$ cat config.mk
export PLATFORM = sky130hd
export DESIGN_NAME = code_lock_ctrl
export DESIGN_NICKNAME = d
export VERILOG_FILES = /design/src/rtl/code_lock_ctrl.sv
export SDC_FILE = /design/constraint.sdc
export NUM_CORES = 1
export LEC_CHECK = 0
export ABC_AREA = 0
export CAP_MARGIN = 20
export CORE_ASPECT_RATIO = 0.6
export CORE_UTILIZATION = 45
export CTS_CLUSTER_DIAMETER = 100
export DETAILED_ROUTE_END_ITERATION = 16
export GPL_ROUTABILITY_DRIVEN = 0
export GPL_TIMING_DRIVEN = 0
export PLACE_DENSITY = 0.61
export SLEW_MARGIN = 20
export SYNTH_ARGS = -nofsm -noshare
export SYNTH_HDL_FRONTEND = slang
export SYNTH_SLANG_ARGS = --single-unit
$ cat constraint.sdc
create_clock -name i_clk -period 3 [get_ports i_clk]
set_input_delay 0.9 -clock i_clk [delete_from_list [all_inputs] [get_ports i_clk]]
set_output_delay 0.9 -clock i_clk [all_outputs]
set_load 0.02 [all_outputs]
$ cat src/rtl/code_lock_ctrl.sv
// Code entry controller: sets or verifies a CODE_LEN-digit code, counts failures, locks out.
// Optional macro INPUT_TIMEOUT_EN discards a partial entry after TIMEOUT_CYCLES idle cycles.

module code_lock_ctrl #(
    parameter int unsigned CODE_LEN                        = 6,
    parameter int unsigned DIGIT_W                         = 4,
    parameter logic [CODE_LEN*DIGIT_W-1:0] DEFAULT_CODE    = '0,
    parameter int unsigned MAX_TRIES                       = 3,
    parameter int unsigned LOCK_CYCLES                     = 1000,
    parameter int unsigned TIMEOUT_CYCLES                  = 5000
) (
    input  logic                              i_clk,
    input  logic                              i_rst,
    input  logic                              i_code_set,
    input  logic                              i_key_sured,
    input  logic [DIGIT_W-1:0]                i_key_value,
    output logic                              o_code_finish,
    output logic                              o_success,
    output logic                              o_fail,
    output logic                              o_led_set,
    output logic                              o_locked,
    output logic [$clog2(CODE_LEN+1)-1:0]     o_digit_cnt,
    output logic [3:0]                        o_fail_cnt
);

    localparam int unsigned CntW  = $clog2(CODE_LEN + 1);
    localparam int unsigned LkW   = $clog2(LOCK_CYCLES + 1);
    localparam int unsigned CodeW = CODE_LEN * DIGIT_W;

    typedef enum logic [1:0] {StIdle, StSet, StVerify, StLock} state_e;

    state_e              r_state, w_state_next;
    logic                r_key_prev, r_set_prev;
    logic [DIGIT_W-1:0]  r_buf [CODE_LEN-1];
    logic [DIGIT_W-1:0]  w_buf_next [CODE_LEN-1];
    logic [CodeW-1:0]    r_code, w_code_next;
    logic [CntW-1:0]     r_digit_cnt, w_digit_cnt_next;
    logic [3:0]          r_fail_cnt, w_fail_cnt_next;
    logic                r_success, w_success_next;
    logic                r_fail, w_fail_next;
    logic                r_finish, w_finish_next;
    logic [LkW-1:0]      r_lock_cnt, w_lock_cnt_next;

    logic                w_key_ev, w_set_ev, w_last, w_match, w_timeout;
    logic [CodeW-1:0]    w_entry;
    logic [4:0]          w_fail_inc;

    assign w_key_ev   = i_key_sured & ~r_key_prev;
    assign w_set_ev   = i_code_set & ~r_set_prev;
    assign w_last     = (r_digit_cnt == CntW'(CODE_LEN - 1));
    assign w_fail_inc = {1'b0, r_fail_cnt} + 5'd1;

    // Full entry assembled with the digit arriving this cycle as the final (LS) digit.
    always_comb begin
        w_entry = '0;
        for (int i = 0; i < CODE_LEN - 1; i++) begin
            w_entry[(CODE_LEN-i)*DIGIT_W-1 -: DIGIT_W] = r_buf[i];
        end
        w_entry[DIGIT_W-1:0] = i_key_value;
    end

    assign w_match = (w_entry == r_code);

`ifdef INPUT_TIMEOUT_EN
    localparam int unsigned ToW = $clog2(TIMEOUT_CYCLES + 1);

    logic [ToW-1:0] r_to_cnt, w_to_cnt_next;
    logic           w_entry_active;

    assign w_entry_active = ((r_state == StSet) || (r_state == StVerify)) && (r_digit_cnt != '0);
    assign w_timeout      = w_entry_active && (r_to_cnt == ToW'(TIMEOUT_CYCLES - 1));

    // Reloads on every accepted digit; only runs while a partial entry exists.
    always_comb begin
        w_to_cnt_next = '0;
        if (w_entry_active && !w_key_ev && !w_set_ev && !w_timeout) begin
            w_to_cnt_next = r_to_cnt + ToW'(1);
        end
    end

    always_ff @(posedge i_clk) begin
        if (i_rst) begin
            r_to_cnt <= '0;
        end else begin
            r_to_cnt <= w_to_cnt_next;
        end
    end
`else
    logic [31:0] w_unused_timeout;

    assign w_timeout        = 1'b0;
    assign w_unused_timeout = 32'(TIMEOUT_CYCLES);
`endif

    always_comb begin
        w_state_next     = r_state;
        w_digit_cnt_next = r_digit_cnt;
        w_fail_cnt_next  = r_fail_cnt;
        w_success_next   = r_success;
        w_fail_next      = r_fail;
        w_finish_next    = 1'b0;
        w_code_next      = r_code;
        w_lock_cnt_next  = r_lock_cnt;
        w_buf_next       = r_buf;

        case (r_state)
            StIdle: begin
                if (w_set_ev) begin
                    w_state_next     = StSet;
                    w_digit_cnt_next = '0;
                    w_success_next   = 1'b0;
                    w_fail_next      = 1'b0;
                end else if (w_key_ev) begin
                    w_state_next     = StVerify;
                    w_buf_next[0]    = i_key_value;
                    w_digit_cnt_next = CntW'(1);
                    w_success_next   = 1'b0;
                    w_fail_next      = 1'b0;
                end
            end

            StSet, StVerify: begin
                // code_set has priority; a key edge in the same cycle is dropped.
                if (w_set_ev) begin
                    w_state_next     = StSet;
                    w_digit_cnt_next = '0;
                    w_success_next   = 1'b0;
                    w_fail_next      = 1'b0;
                end else if (w_key_ev) begin
                    if (w_last) begin
                        w_finish_next    = 1'b1;
                        w_digit_cnt_next = '0;
                        w_state_next     = StIdle;
                        if (r_state == StSet) begin
                            w_code_next = w_entry;
                        end else if (w_match) begin
                            w_success_next  = 1'b1;
                            w_fail_cnt_next = '0;
                        end else begin
                            w_fail_next = 1'b1;
                            if (w_fail_inc >= 5'(MAX_TRIES)) begin
                                w_fail_cnt_next = 4'(MAX_TRIES);
                                w_state_next    = StLock;
                                w_lock_cnt_next = '0;
                            end else begin
                                w_fail_cnt_next = w_fail_inc[3:0];
                            end
                        end
                    end else begin
                        for (int i = 0; i < CODE_LEN - 1; i++) begin
                            if (r_digit_cnt == CntW'(i)) begin
                                w_buf_next[i] = i_key_value;
                            end
                        end
                        w_digit_cnt_next = r_digit_cnt + CntW'(1);
                    end
                end else if (w_timeout) begin
                    w_state_next     = StIdle;
                    w_digit_cnt_next = '0;
                end
            end

            StLock: begin
                if (r_lock_cnt == LkW'(LOCK_CYCLES - 1)) begin
                    w_state_next    = StIdle;
                    w_fail_cnt_next = '0;
                    w_fail_next     = 1'b0;
                    w_lock_cnt_next = '0;
                end else begin
                    w_lock_cnt_next = r_lock_cnt + LkW'(1);
                end
            end

            default: begin
                w_state_next = StIdle;
            end
        endcase
    end

    // Edge registers track inputs in every state so nothing stale fires when lockout ends.
    always_ff @(posedge i_clk) begin
        if (i_rst) begin
            r_state     <= StIdle;
            r_key_prev  <= 1'b0;
            r_set_prev  <= 1'b0;
            r_code      <= DEFAULT_CODE;
            r_digit_cnt <= '0;
            r_fail_cnt  <= '0;
            r_success   <= 1'b0;
            r_fail      <= 1'b0;
            r_finish    <= 1'b0;
            r_lock_cnt  <= '0;
            for (int i = 0; i < CODE_LEN - 1; i++) begin
                r_buf[i] <= '0;
            end
        end else begin
            r_state     <= w_state_next;
            r_key_prev  <= i_key_sured;
            r_set_prev  <= i_code_set;
            r_code      <= w_code_next;
            r_digit_cnt <= w_digit_cnt_next;
            r_fail_cnt  <= w_fail_cnt_next;
            r_success   <= w_success_next;
            r_fail      <= w_fail_next;
            r_finish    <= w_finish_next;
            r_lock_cnt  <= w_lock_cnt_next;
            for (int i = 0; i < CODE_LEN - 1; i++) begin
                r_buf[i] <= w_buf_next[i];
            end
        end
    end

    assign o_code_finish = r_finish;
    assign o_success     = r_success;
    assign o_fail        = r_fail;
    assign o_led_set     = (r_state == StSet);
    assign o_locked      = (r_state == StLock);
    assign o_digit_cnt   = r_digit_cnt;
    assign o_fail_cnt    = r_fail_cnt;

endmodule

## After elaboration in Yosys (flattened, before gate mapping)

Cells that the tools add are included.
Widths: inputs -> output; s select.

| operators by class | value |
|---|---|
| add/sub/neg operators | 3 |
| magnitude comparators | 1 |
| equal/unequal tests | 27 |
| mux-type cells | 59 |
| bitwise logic cells | 8 |
| reduce and logical (&&, ||, !) cells | 18 |

Operator list:

| operator | number |
|---|---|
| $mux 10 | 7 |
| $mux 20 | 3 |
| $mux 4 | 14 |
| $reduce_and 5->1 | 5 |
| $eq 24x24->1 | 1 |
| $ne 2x2->1 const B | 10 |
| $pmux 10 s2 | 1 |
| $mux 2 | 9 |
| $ne 3x3->1 const B | 6 |
| $reduce_and 6->1 | 3 |
| $pmux 4 s2 | 2 |
| $mux 3 | 5 |
| $mux 1 | 14 |
| $reduce_and 7->1 | 2 |
| $add 10x1->10 const B | 1 |
| $eq 10x10->1 const B | 1 |
| $eq 3x2->1 const B | 2 |
| $eq 3x3->1 const B | 2 |
| $not 1->1 | 6 |
| $pmux 2 s3 | 1 |
| $pmux 3 s2 | 1 |
| $add 4x1->5 const B | 1 |
| $ge 5x2->1 const B | 1 |
| $eq 2x2->1 const B | 2 |
| 14 further kinds | 16 |

| storage, ports and cells | value |
|---|---|
| bits in registers | 68 |
| input bits | 8 |
| output and inout port bits | 12 |
| word-level logic and storage cells | 131 |

## Depth between registers and ports, before layout

Gate-level depths: netlist of run 1.

| logic depth | value |
|---|---|
| depth after elaboration | 9 |
| depth in mapped cells | 9 |

## Worst setup path before layout of run 1

No wires, ideal clock.

| path | value |
|---|---|
| kind | input port to flip-flop |
| start | in i_key_value[0] |
| end | reg r_lock_cnt[0] |
| library setup time | 0.123 ns |
| arrival | 2.455 ns |
| required time | 2.877 ns |
| slack | 0.422 ns |
| stages on the path | 8 |
| path through | buf_6 xnor2_1 nand4_1 nor4_2 or3b_1 buf_6 nand2_4 mux2_1 |

| on the way | value |
|---|---|
| word-level cells in the longest chain between the ends | 3 |

Ends and longest elaborated chain:

| what | RTL line | text |
|---|---|---|
| start: declaration | 16 | `input logic [DIGIT_W-1:0] i_key_value,` |
| $eq 24x24->1 | 62 | `assign w_match = (w_entry == r_code);` |
| $ne 2x2->1 (no source line) | - |  |
| $reduce_and 7->1 (no source line) | - |  |
| end signal: assignment | 206 | `r_lock_cnt <= w_lock_cnt_next;` |
| end: declaration | 42 | `logic [LkW-1:0] r_lock_cnt, w_lock_cnt_next;` |

No other way between the ends.
A chain may end at the register's enable or synchronous reset.

## Worst setup path after layout of run 1

| path | value |
|---|---|
| start | in i_key_sured |
| end | reg r_lock_cnt[0] |

| on the way | value |
|---|---|
| word-level cells in the longest chain between the ends | 3 |

Ends and longest elaborated chain:

| what | RTL line | text |
|---|---|---|
| start: declaration | 15 | `input logic i_key_sured,` |
| $and 1x1->1 | 48 | `assign w_key_ev = i_key_sured & ~r_key_prev;` |
| $ne 2x2->1 (no source line) | - |  |
| $reduce_and 7->1 (no source line) | - |  |

No other way between the ends.

==> results.cfg, run 1 <==
[global_routing]
grt_usage_pct = 23.0
grt_max_degree = 11
overflow = 0
grt_pass1_wl_um = 13100
grt_pass1_vias = 2533
antenna_found_initial = 0

[routing]
drtIter0Drc = 184
via_per_inst = 5.59
drc = 0
wl_per_cell_um = 15.9
vias = 2777
wirelength_um = 7900
dr.pass1.iters = 4
ant_nets = 0

[yosys]
syn_area_mm2 = 0.00333
synthSimpleGateAreaFrac_pct = 23.5
synth_top_family_by_area = simple AND/OR/NAND/NOR gates
synth_edf_count = 0
synth.area.mux_share_pct = 6.99
synth_top_area_share_pct = 40.9
synth_cell_types = 56
synth_area_leader_cell = dfxtp_1
avgSynthCellArea_um2 = 8.74
yosys_register_bits = 68
synth_adder_area_share_pct = 2.63
synth_compound_area_share_pct = 13.2
netlist_instances = 381
async_reset_ff_share_pct = 0
ys_warn_count = 0
netlist_top_cells_area = dfxtp_1 (41%), nand2_1 (7.1%), mux2i_1 (6.3%)
synth_xor_area_share_pct = 6.54
syn-num-nets = 396
synth_top_flop_cell = dfxtp_1
yosysSeqAreaShare_pct = 40.9

[floorplanning]
die-height_um = 68.6
die_area_mm2 = 0.00776
fp.dieW_um = 113
rows = 23
start_util_pct = 48.2
io_pins = 20
core_area_mm2 = 0.00691

[outcome]
status = finished, final reports clean

[layout]
final_cell_mix = dfxtp_1 (68), nand2_1 (63), nor2_1 (36)
drive_gt1_share_pct = 8.78
diodes = 0
final_common_cell = dfxtp_1
layout.nets = 421
syn2layout_area_growth_pct = 15.1
fill_cells = 648
stdcell_count = 497

[pwr]
p_per_area_mw_per_mm2 = 599
p_total_mw = 2.29
p_leak_nw = 1.49
max-vdd-ir-drop_v = 0.000278

[worst_setup_path]
crit_path_end_kind = flop
crit_arrival_ps = 3100
worstPathRequired_ps = 3220
critPathLaunchType = input pin
worstSetupPathType = in -> reg
path_max_fanout = 10

[timing]
maxSlewHeadroom_pct = 40.1
setup_viol_count_final = 0
finalClockSkew_ps = 5.50
period_share_pct = 96.0
final-hold-violation-count = 0
tightest_slew_ps = 891
drv_slew = 0
rsz0062_at_grt = no
fmax_mhz = 347
fin_crit_ps = 2880

[clocking]
tritoncts = yes
clk_pin_slew_ps = 50
numClockSinks = 68
cts_buffers = 9
clockRootBuffer = clkbuf_16
clk_latency_ps = 330
clockBufferDepth = 2
cts_max_level = 3

[placement]
dp_cells = 482
dp_hpwl_um = 5690
portBuffers = 14

[worst_hold_path]
hold_class = reg -> reg

[flow_run]
maxCapViolations = 0
## area by class of cell
type,count,area (um2),share of cell area (%)
repair buffers,14,140,3.66
well taps,87,109,2.84
multi-input cells,278,1760,45.9
clock inverters,3,15.0,0.392
inverters,13,48.8,1.27
clock buffers,12,236,6.17
plain buffers,22,161,4.21
flip-flops and latches,68,1360,35.5
## layer usage
metal / routed length, um / up-vias / track usage (%)
met1: 4200 / 1329 / 33.0
met5: 0 / - / 0
met4: 87 / 0 / 8.39
met2: 3010 / 76 / 31.4
li1: - / 1364 / -
met3: 603 / 8 / 7.95
## stage by stage
stage | hold slack, ps | util [%] | worst slack, ps | TNS (ps) | instance area (um2)
CTS | 465 | 55.4 | 146 | 0 | 3830
finish | 463 | 55.5 | 120 | 0 | 3830
global placement | 449 | 51.8 | -165 | -2610 | 3580
global route | 479 | 55.5 | 6.09 | 0 | 3830
detailed placement | 456 | 51.8 | -194 | -3330 | 3580
floorplan | 447 | - | 422 | 0 | 3330
## repair_timing
action / in CTS / in global routing
endpoints found under the hold margin: 0 / 0
setup endpoints to repair: 0 / 10
gates resized for setup: 0 / 4
hold buffers: 0 / 0
buffers inserted: 0 / 0
## state kept, by name, summed over array words and instances, names as in the netlist
name,flops
r_code,24
r_buf,20
r_lock_cnt,10
o_fail_cnt,4
o_digit_cnt,3
r_state,2
o_code_finish,1
o_fail,1
o_success,1
r_key_prev,1
r_set_prev,1
## synthesized netlist by cell type, types with 2 or more instances
library cell,n
dfxtp_1,68
nand2_1,63
nor2_1,36
a21oi_1,34
mux2i_1,21
xnor2_1,15
inv_1,12
nand3_1,12
clkbuf_1,11
buf_6,8
nor2b_1,8
xor2_1,8
ha_1,7
nand4_1,6
nor3_1,6
or4_1,6
a32oi_1,4
and3_1,4
nor4_1,4
o21ai_0,4
o2bb2ai_1,3
o32ai_2,3
buf_1,2
nor4_2,2
o211ai_1,2
o21ai_1,2
## critical path, cell delays in order
cell and delay (ps):
clkdlybuf4s50_1 490, and2b_1 210, nand3_2 130, or2_4 300, o31ai_4 520, nand2_4 200
mux2_1 340
## where the power goes
group          switching (mW)  internal [mW]  leakage (nW)
registers              0.0230          0.933         0.549
logic                   0.248          0.175         0.812
clock network           0.366          0.550         0.126
total                   0.636           1.66          1.49
## kinds of logic (layout without fill, tap and decap cells)
logic type	Yosys count	count (layout)
buffers and inverters	35	64
AO/OA/AOI/OAI	64	64
AND/OR/NAND/NOR	160	160
multiplexers	23	23
adder cells (fa/ha/maj)	7	7
XOR/XNOR	24	24
flip-flops	68	68
## final timing paths
path | endpoint | slack (ps) | startpoint | cells past startpoint
max | r_lock_cnt[0]$_SDFFE_PP0P_ | 120 | i_key_sured | 7
min | o_success$_SDFFE_PP0P_ | 460 | o_success$_SDFFE_PP0P_ | 1
min reg2reg | o_success$_SDFFE_PP0P_ | 460 | o_success$_SDFFE_PP0P_ | 1
max reg2reg | r_lock_cnt[0]$_SDFFE_PP0P_ | 580 | r_state[0]$_SDFFE_PP0P_ | 8
Note: power is estimated with default switching activity, not from simulation.
==> run 2: changes to the inputs <==
- CORE_MARGIN: not set -> 3
- clock period: 3 -> 2.7 ns (I/O delays scaled with it)
==> results.cfg, run 2 (synthesis results as in run 1) <==
[outcome]
status = finished, final reports clean

[global_routing]
grt_pass1_wl_um = 13500
grt_max_degree = 11
overflow = 0
grt_pass1_vias = 2576
grt_usage_pct = 21.0
antenna_found_initial = 0

[floorplanning]
core_area_mm2 = 0.00691
rows = 23
die_area_mm2 = 0.00850
die-height_um = 72.6
io_pins = 20
fp.dieW_um = 117
start_util_pct = 48.2

[timing]
finalClockSkew_ps = 12.8
period_share_pct = 95.7
setup_viol_count_final = 0
fmax_mhz = 387
rsz0062_at_grt = no
maxSlewHeadroom_pct = 34.2
finalSetupTns_ps = 0
fin_crit_ps = 2580
tightest_slew_ps = 979
drv_slew = 0
final-hold-violation-count = 0

[layout]
fill_cells = 651
top_regs = r_code (24), r_buf (20), r_lock_cnt (10)
diodes = 0
final_common_cell = dfxtp_1
final_area_mm2 = 0.00390
largest_register_ffs = 24
drive_gt1_share_pct = 9.71
layout.nets = 423
final_cell_mix = dfxtp_1 (68), nand2_1 (63), nor2_1 (35)
syn2layout_area_growth_pct = 17.2
regMostFlops = r_code

[clocking]
clockRootBuffer = clkbuf_16
tritoncts = yes
clk_pin_slew_ps = 50
cts_max_level = 3
cts_buffers = 9
numClockSinks = 68
clk_latency_ps = 330
ctsHoldBuffers = 0
clockBufferDepth = 2

[worst_hold_path]
hold_class = reg -> reg

[routing]
drtIter0Drc = 135
vias = 2756
dr_wl_met2_um = 3230
wl_met1_um = 4190
wl_met3_um = 710
top_layer_used = met4
ant_nets = 0
wl_per_cell_um = 16.4
wirelength_um = 8170
via_per_inst = 5.52
dr.pass1.iters = 4
drc = 0

[worst_setup_path]
slowest_stage = clkdlybuf4s50_1
crit_chain = ha_1 > clkdlybuf4s50_1
crit_path_end_kind = primary output
path_max_fanout = 8
worstSetupPathType = reg -> out
crit_arrival_ps = 1770
critPathLaunchType = flop
worstPathRequired_ps = 1890
critical_path.max_stage_delay_ps = 690
crit_family = buffers and inverters
worst-path-buf-inv = 1

[pwr]
p_total_mw = 2.74
max-vdd-ir-drop_v = 0.000413
p_per_area_mw_per_mm2 = 702
p_leak_nw = 1.52

[placement]
dp_hpwl_um = 5860
place_area_mm2 = 0.00358
portBuffers = 14

[flow_run]
maxCapViolations = 0
-- run 2: cell types whose count changed in the layout (fill, tap and decap cells not counted) --
cell,delta
nor2_2,+1
clkbuf_8,+3
clkbuf_1,-1
bufinv_16,+1
clkinv_2,-3
nor2_1,-1
buf_4,+2
-- run 2: layer usage --
layer,vias up,GRT usage [%]
li1,1378,-
met2,90,29.5
met1,1286,31.3
met5,-,0
met4,0,3.82
met3,2,7.46
-- run 2: power breakdown --
part	internal [mW]	switching (mW)	total [mW]	leakage [nW]
Combinational	0.198	0.279	0.477	0.823
Clock	0.786	0.412	1.20	0.149
Sequential	1.04	0.0280	1.06	0.549
-- run 2: path summary, 6_finish.rpt --
check	startpoint	endpoint	slack, ps	cells past startpoint
max reg2reg	r_buf[11]$_SDFFE_PP0P_	r_lock_cnt[0]$_SDFFE_PP0P_	430	7
max	r_state[0]$_SDFFE_PP0P_	o_locked	120	2
min	o_success$_SDFFE_PP0P_	o_success$_SDFFE_PP0P_	460	1
min reg2reg	o_success$_SDFFE_PP0P_	o_success$_SDFFE_PP0P_	460	1
-- run 2: repair_timing --
item                                    CTS  global route
buffers inserted                          2             0
gates cloned                              0             0
endpoints found under the setup margin   12            16
pin swaps                                 1             0
resized for setup                         2             1
hold endpoints to repair                  0             0
-- run 2: metrics by stage --
stage | std cells | utilization [%] | worst slack (ps) | hold slack [ps]
6_report | 499 | 56.5 | 115 | 463
3_3_place_gp | 482 | 51.8 | -384 | 451
2_1_floorplan | 381 | - | 212 | 447
3_5_place_dp | 482 | 51.8 | -390 | 456
5_1_grt | 499 | 56.5 | 16.6 | 479
4_1_cts | 499 | 56.4 | 101 | 466
-- run 2: worst register-to-register path, cell delays in order (launching register included) --
cell and delay (ps):
dfxtp_1 330, xnor2_1 270, nand4_1 180, nor4_2 350, or3b_1 400, buf_6 160
nand2_4 140, mux2_1 330
-- run 2: area by class of cell --
type,instances,area [um2],share of cell area (%)
plain buffers,22,161,4.14
clock buffers,14,274,7.02
clock inverters,1,30.0,0.770
inverters,13,48.8,1.25
multi-input cells,278,1760,45.2
flip-flops and latches,68,1360,34.9
well taps,87,109,2.79
repair buffers,16,155,3.98
==> RTL change 1, RTL diff (settings of run 2) <==
Register the inputs `i_code_set`, `i_key_sured` and `i_key_value` before use, cleared by the reset. The logic sees them one clock later.
--- a/src/rtl/code_lock_ctrl.sv
+++ b/src/rtl/code_lock_ctrl.sv
@@ -29,6 +29,22 @@
 
     typedef enum logic [1:0] {StIdle, StSet, StVerify, StLock} state_e;
 
+    logic i_code_set_q;
+    logic i_key_sured_q;
+    logic [DIGIT_W-1:0] i_key_value_q;
+
+    always_ff @(posedge i_clk) begin
+        if (i_rst) begin
+            i_code_set_q  <= '0;
+            i_key_sured_q <= '0;
+            i_key_value_q <= '0;
+        end else begin
+            i_code_set_q  <= i_code_set;
+            i_key_sured_q <= i_key_sured;
+            i_key_value_q <= i_key_value;
+        end
+    end
+
     state_e              r_state, w_state_next;
     logic                r_key_prev, r_set_prev;
     logic [DIGIT_W-1:0]  r_buf [CODE_LEN-1];
@@ -45,8 +61,8 @@
     logic [CodeW-1:0]    w_entry;
     logic [4:0]          w_fail_inc;
 
-    assign w_key_ev   = i_key_sured & ~r_key_prev;
-    assign w_set_ev   = i_code_set & ~r_set_prev;
+    assign w_key_ev   = i_key_sured_q & ~r_key_prev;
+    assign w_set_ev   = i_code_set_q & ~r_set_prev;
     assign w_last     = (r_digit_cnt == CntW'(CODE_LEN - 1));
     assign w_fail_inc = {1'b0, r_fail_cnt} + 5'd1;
 
@@ -56,7 +72,7 @@
         for (int i = 0; i < CODE_LEN - 1; i++) begin
             w_entry[(CODE_LEN-i)*DIGIT_W-1 -: DIGIT_W] = r_buf[i];
         end
-        w_entry[DIGIT_W-1:0] = i_key_value;
+        w_entry[DIGIT_W-1:0] = i_key_value_q;
     end
 
     assign w_match = (w_entry == r_code);
@@ -112,7 +128,7 @@
                     w_fail_next      = 1'b0;
                 end else if (w_key_ev) begin
                     w_state_next     = StVerify;
-                    w_buf_next[0]    = i_key_value;
+                    w_buf_next[0]    = i_key_value_q;
                     w_digit_cnt_next = CntW'(1);
                     w_success_next   = 1'b0;
                     w_fail_next      = 1'b0;
@@ -149,7 +165,7 @@
                     end else begin
                         for (int i = 0; i < CODE_LEN - 1; i++) begin
                             if (r_digit_cnt == CntW'(i)) begin
-                                w_buf_next[i] = i_key_value;
+                                w_buf_next[i] = i_key_value_q;
                             end
                         end
                         w_digit_cnt_next = r_digit_cnt + CntW'(1);
@@ -195,8 +211,8 @@
             end
         end else begin
             r_state     <= w_state_next;
-            r_key_prev  <= i_key_sured;
-            r_set_prev  <= i_code_set;
+            r_key_prev  <= i_key_sured_q;
+            r_set_prev  <= i_code_set_q;
             r_code      <= w_code_next;
             r_digit_cnt <= w_digit_cnt_next;
             r_fail_cnt  <= w_fail_cnt_next;
Behaviour: not the same (Yosys sat finds a counterexample within 4 cycles, from zero or initial values and one cycle with i_rst high).
==> RTL change 1 against run 2 <==
- count of clock-buffer cells in the layout shrank 1
- critical path depth unchanged
- sequential cell count rose by 6
- worst setup slack improved by 0.11 ns
- wire length shrank 6.7%
- synthesized cell count is 5.5% lower
- final area up 3.9%
- hold slack gained 0.028 ns
- combinational power fell by 44%
- sequential share of layout area grew 1.7 points
- area after synthesis rose by 2.1%
- total power grew 0.37%
- die area is 2.0% higher
- sequential power increased by 7%
- highest routed layer unchanged
==> RTL change 1: results (changes against run 2) <==
Status
  – Status: finished, final reports clean

Clock tree
  – # Post-CTS Setup Buffers: 0 (-2)
  – Post_cts resized: 0 (-2)

Critical path
  – Worst Reg-to-Reg Cells: 10 (+3)
  – CP max FO: 5 (-3)
  – Crit path DAT: 1.67 ns (-0.10 ns)
  – Critical Path Max Stage Delay: 0.65 ns (-0.04 ns)

Logic synthesis
  – Top post-synthesis cells by count: 74 x dfxtp_1, 65 x nor2_1, 46 x mux2i_1, 23 x xnor2_1, 13 x clkbuf_1
  – Net count after synthesis: 375 (-5.3%)
  – Yosys cell types: 42 (-25%)
  – Sequential area share after synthesis: 43.6% (+2.7 points)

Drt
  – Drt wl/cell: 15.4 microns (-5.7%)
  – Vias: 2,605 (-5.5%)
  – Initial drt markers: 183 (+36%)

Global route
  – Vias in the first global route: 2,376 (-7.8%)
  – Largest net degree at the start of global routing: 13 (+2)
  – First-pass GRT wire length: 12.5 mm (-7.5%)
  – GRT Total Usage: 18.8% (-2.2 points)

Timing
  – Worst Skew: 0.00442 ns (-0.00842 ns)

Final layout
  – Layout filler cell count: 631 (-3.1%)
  – Final nets: 404 (-4.5%)
  – Share of cells above drive strength 1: 7.87% (-1.8 points)

Power and ir drop
  – Pleak: 1.78 nW (+17%)
  – IR drop worst, VDD: 326 uV (-21%)

Placement
  – Port Buffer Count: 18 (+4)
  – Hpwl dp: 5.50 mm (-6.2%)
RTL change 1: path summary, 6_finish.rpt:
kind                 startpoint       endpoint  slack, ns
setup / recovery     r_state[0]      o_led_set       0.22
setup reg to reg     r_state[0]  r_lock_cnt[4]       0.25
hold / removal    i_key_sured_q     r_key_prev       0.49
hold reg to reg   i_key_sured_q     r_key_prev       0.49
RTL change 1: layer usage:
layer  vias to the layer above  share of wire, %  global-route usage (%)
li1                       1314                 -                       -
met1                      1234                53                    27.1
met2                        50                39                    26.0
met3                         7               6.4                    5.85
met4                         0               1.2                    7.66
met5                         -                 0                       0
RTL change 1: cell type report:
type                    instances  share of cell area, %
clock inverters                 3                   1.70
inverters                       9                  0.834
repair buffers                 18                   4.45
multi-input cells             257                   44.0
flip-flops and latches         74                   36.6
clock buffers                  13                   6.92
plain buffers                  20                   2.50
well taps                     100                   3.09
RTL change 1: power breakdown:
group | switching [W] | internal, W
sequential | 0.0000136 | 0.00111
clock | 0.000444 | 0.000911
combinational | 0.000171 | 0.0000970
RTL change 1: metrics by stage:
| stage | util [%] | cells | instance area (sq um) |
|---|---|---|---|
| floorplan | - | 360 | 3400 |
| global placement | 53.0 | 478 | 3700 |
| detailed placement | 53.0 | 478 | 3700 |
| CTS | 58.0 | 494 | 4050 |
| global route | 58.0 | 494 | 4050 |
| finish | 58.0 | 494 | 4050 |
RTL change 1: cells by family (layout without fill, tap and decap cells):
kind of cell               Yosys count  count (layout)  share of synthesized area (%)
buffers and inverters               29              63                           3.98
xor gates and xnor gates            24              24                           6.41
DFF                                 74              74                           43.6
adders and majority gates            7               7                           2.58
and+or+nand+nor                    137             137                           20.6
AOI/OAI and AO/OA                   43              43                           9.32
muxes                               46              46                           13.5
==> RTL change 2, RTL diff (settings of run 2) <==
Made on the original files. Build with the macro `INPUT_TIMEOUT_EN` defined.
--- a/src/rtl/code_lock_ctrl.sv
+++ b/src/rtl/code_lock_ctrl.sv
@@ -1,5 +1,7 @@
 // Code entry controller: sets or verifies a CODE_LEN-digit code, counts failures, locks out.
 // Optional macro INPUT_TIMEOUT_EN discards a partial entry after TIMEOUT_CYCLES idle cycles.
+
+`define INPUT_TIMEOUT_EN
 
 module code_lock_ctrl #(
     parameter int unsigned CODE_LEN                        = 6,
Function: same outputs for any inputs over 10 cycles, from zero or initial values and one cycle with i_rst high; that may be too few to reach the edited logic, so the function may still have changed.
==> RTL change 2 against run 2 <==
- total power up 8.1%
- sequential power increased by 18%
- sequential cell count rose by 13
- clock power increased by 10%
- area after synthesis up 10%
- final area grew 11%
- wire length increased by 3.7%
- critical path depth is 5 higher
- hold slack lost 0.015 ns
- maximum frequency down 2.2%
- first-iteration DRC count grew 85%
- worst setup slack got worse by 0.057 ns
- sequential share of layout area up 2.7 points
- register-to-register slack worse by 0.15 ns
- largest cell class unchanged
==> RTL change 2: results (changes against run 2) <==
Drt
  – Met2 routed WL: 3.08 mm (-4.7%)
  – Initial drt markers: 250 (+85%)
  – Met1 WL: 4.71 mm (+12%)
  – Drt wl/cell: 14.9 microns (-8.8%)
  – Pre-antenna DRT Iters: 5 (+1)

Power and ir drop
  – Pleak: 1.74 nW (+14%)
  – Power in combinational cells: 0.000393 W (-18%)
  – IR drop worst, VDD: 459 uV (+11%)
  – Combinational power share: 13.3% (-4.1 points)
  – Flop pwr share: 42.1% (+3.2 points)
  – Switching share of total power: 25.6% (-0.60 points)

Logic synthesis
  – Sequential area share after synthesis: 44.2% (+3.3 points)
  – Yosys cell types: 47 (-16%)
  – Top post-synthesis cells by count: 81 x dfxtp_1, 65 x nand2_1, 51 x nor2_1, 38 x a21oi_1, 32 x xor2_1
  – Area contributors post-synth: dfxtp_1 44%, xor2_1 7.6%, nand2_1 6.7%

Final layout
  – Share of cells above drive strength 1: 7.78% (-1.9 points)
  – Fraction of cell area in non-clock buffers: 6.32% (-1.8 points)
  – CLK BUF: 10 (-4)
  – Non-CTS inverters: 9 (-4)
  – Non-clk bufs: 40 (+5.3%)
  – Top flop regs: r_code: 24 flops, r_buf: 20 flops, r_to_cnt: 13 flops
  – #MultiIn Comb: 317 (+14%)
  – Final nets: 474 (+12%)
  – Fraction of area in multi-input gates: 44.7% (-0.49 points)
  – Clock buf/inv share: 7.65% (-0.14 points)

Timing
  – Slew headroom: 60.8% (+27 points)
  – Worst Skew: 0.00437 ns (-0.00847 ns)
  – WHS: 0.448 ns (-0.0145 ns)

Clock tree
  – Post_cts resized: 0 (-2)
  – # Post-CTS Setup Buffers: 0 (-2)
  – Clock sink count: 81 (+19%)

Critical path
  – Capture point of the worst path: r_lock_cnt[6]
  – R2r endpoint: r_to_cnt[3]
  – Crit path DAT: 2.91 ns (+1.14 ns)
  – R2R setup slack: 0.28 ns (-0.15 ns)
  – CP max-delay cell: or4_1
  – CP delay by family, top: compound AO/OA/AOI/OAI gates
  – Worst Setup SP: i_key_sured
  – Critical Path Max Stage Delay: 0.53 ns (-0.16 ns)
  – Reg-to-reg startpoint: r_state[0]

Global route
  – Vias in the first global route: 2,598 (+0.85%)
  – Largest net degree at the start of global routing: 15 (+4)
  – GR Overflow Total: 0 (unchanged)
  – First-pass GRT wire length: 13.7 mm (+1.6%)
  – GRT Total Usage: 19.1% (-2.0 points)

Hold path
  – Hold path startpoint: r_to_cnt[0]

Placement
  – Hpwl dp: 6.15 mm (+4.9%)
  – Port Buffer Count: 15 (+1)

Status
  – Status: finished, final reports clean
-- RTL change 2: cell count changes in the layout (fill, tap and decap cells not counted), sizes merged, moves of 5 or more --
cell   change
xor2      +24
nor2      +15
dfxtp     +13
xnor2     -12
nor2b      -5
or3        +5
-- RTL change 2: through the flow --
step / setup slack [ns] / instance area, sq um / instances
finish: 0.0579 / 4320 / 567
global placement: -0.243 / 3950 / 548
detailed placement: -0.289 / 3950 / 548
CTS: 0.0838 / 4280 / 564
global route: -0.0159 / 4320 / 567
floorplan: 0.337 / 3660 / 429
-- RTL change 2: logic make-up after synthesis --
group	count (synthesis)	synth area share, %
DFF	81	44.2
AOI/OAI and AO/OA	69	11.6
and+or+nand+nor	183	23.4
adders and majority gates	8	2.73
buffers and inverters	31	3.62
muxes	21	5.77
xor gates and xnor gates	36	8.60
-- RTL change 2: per-layer routing --
metal	track usage, %	vias up
met3	5.51	7
met5	0	-
li1	-	1539
met1	31.8	1442
met2	21.9	86
met4	6.37	0
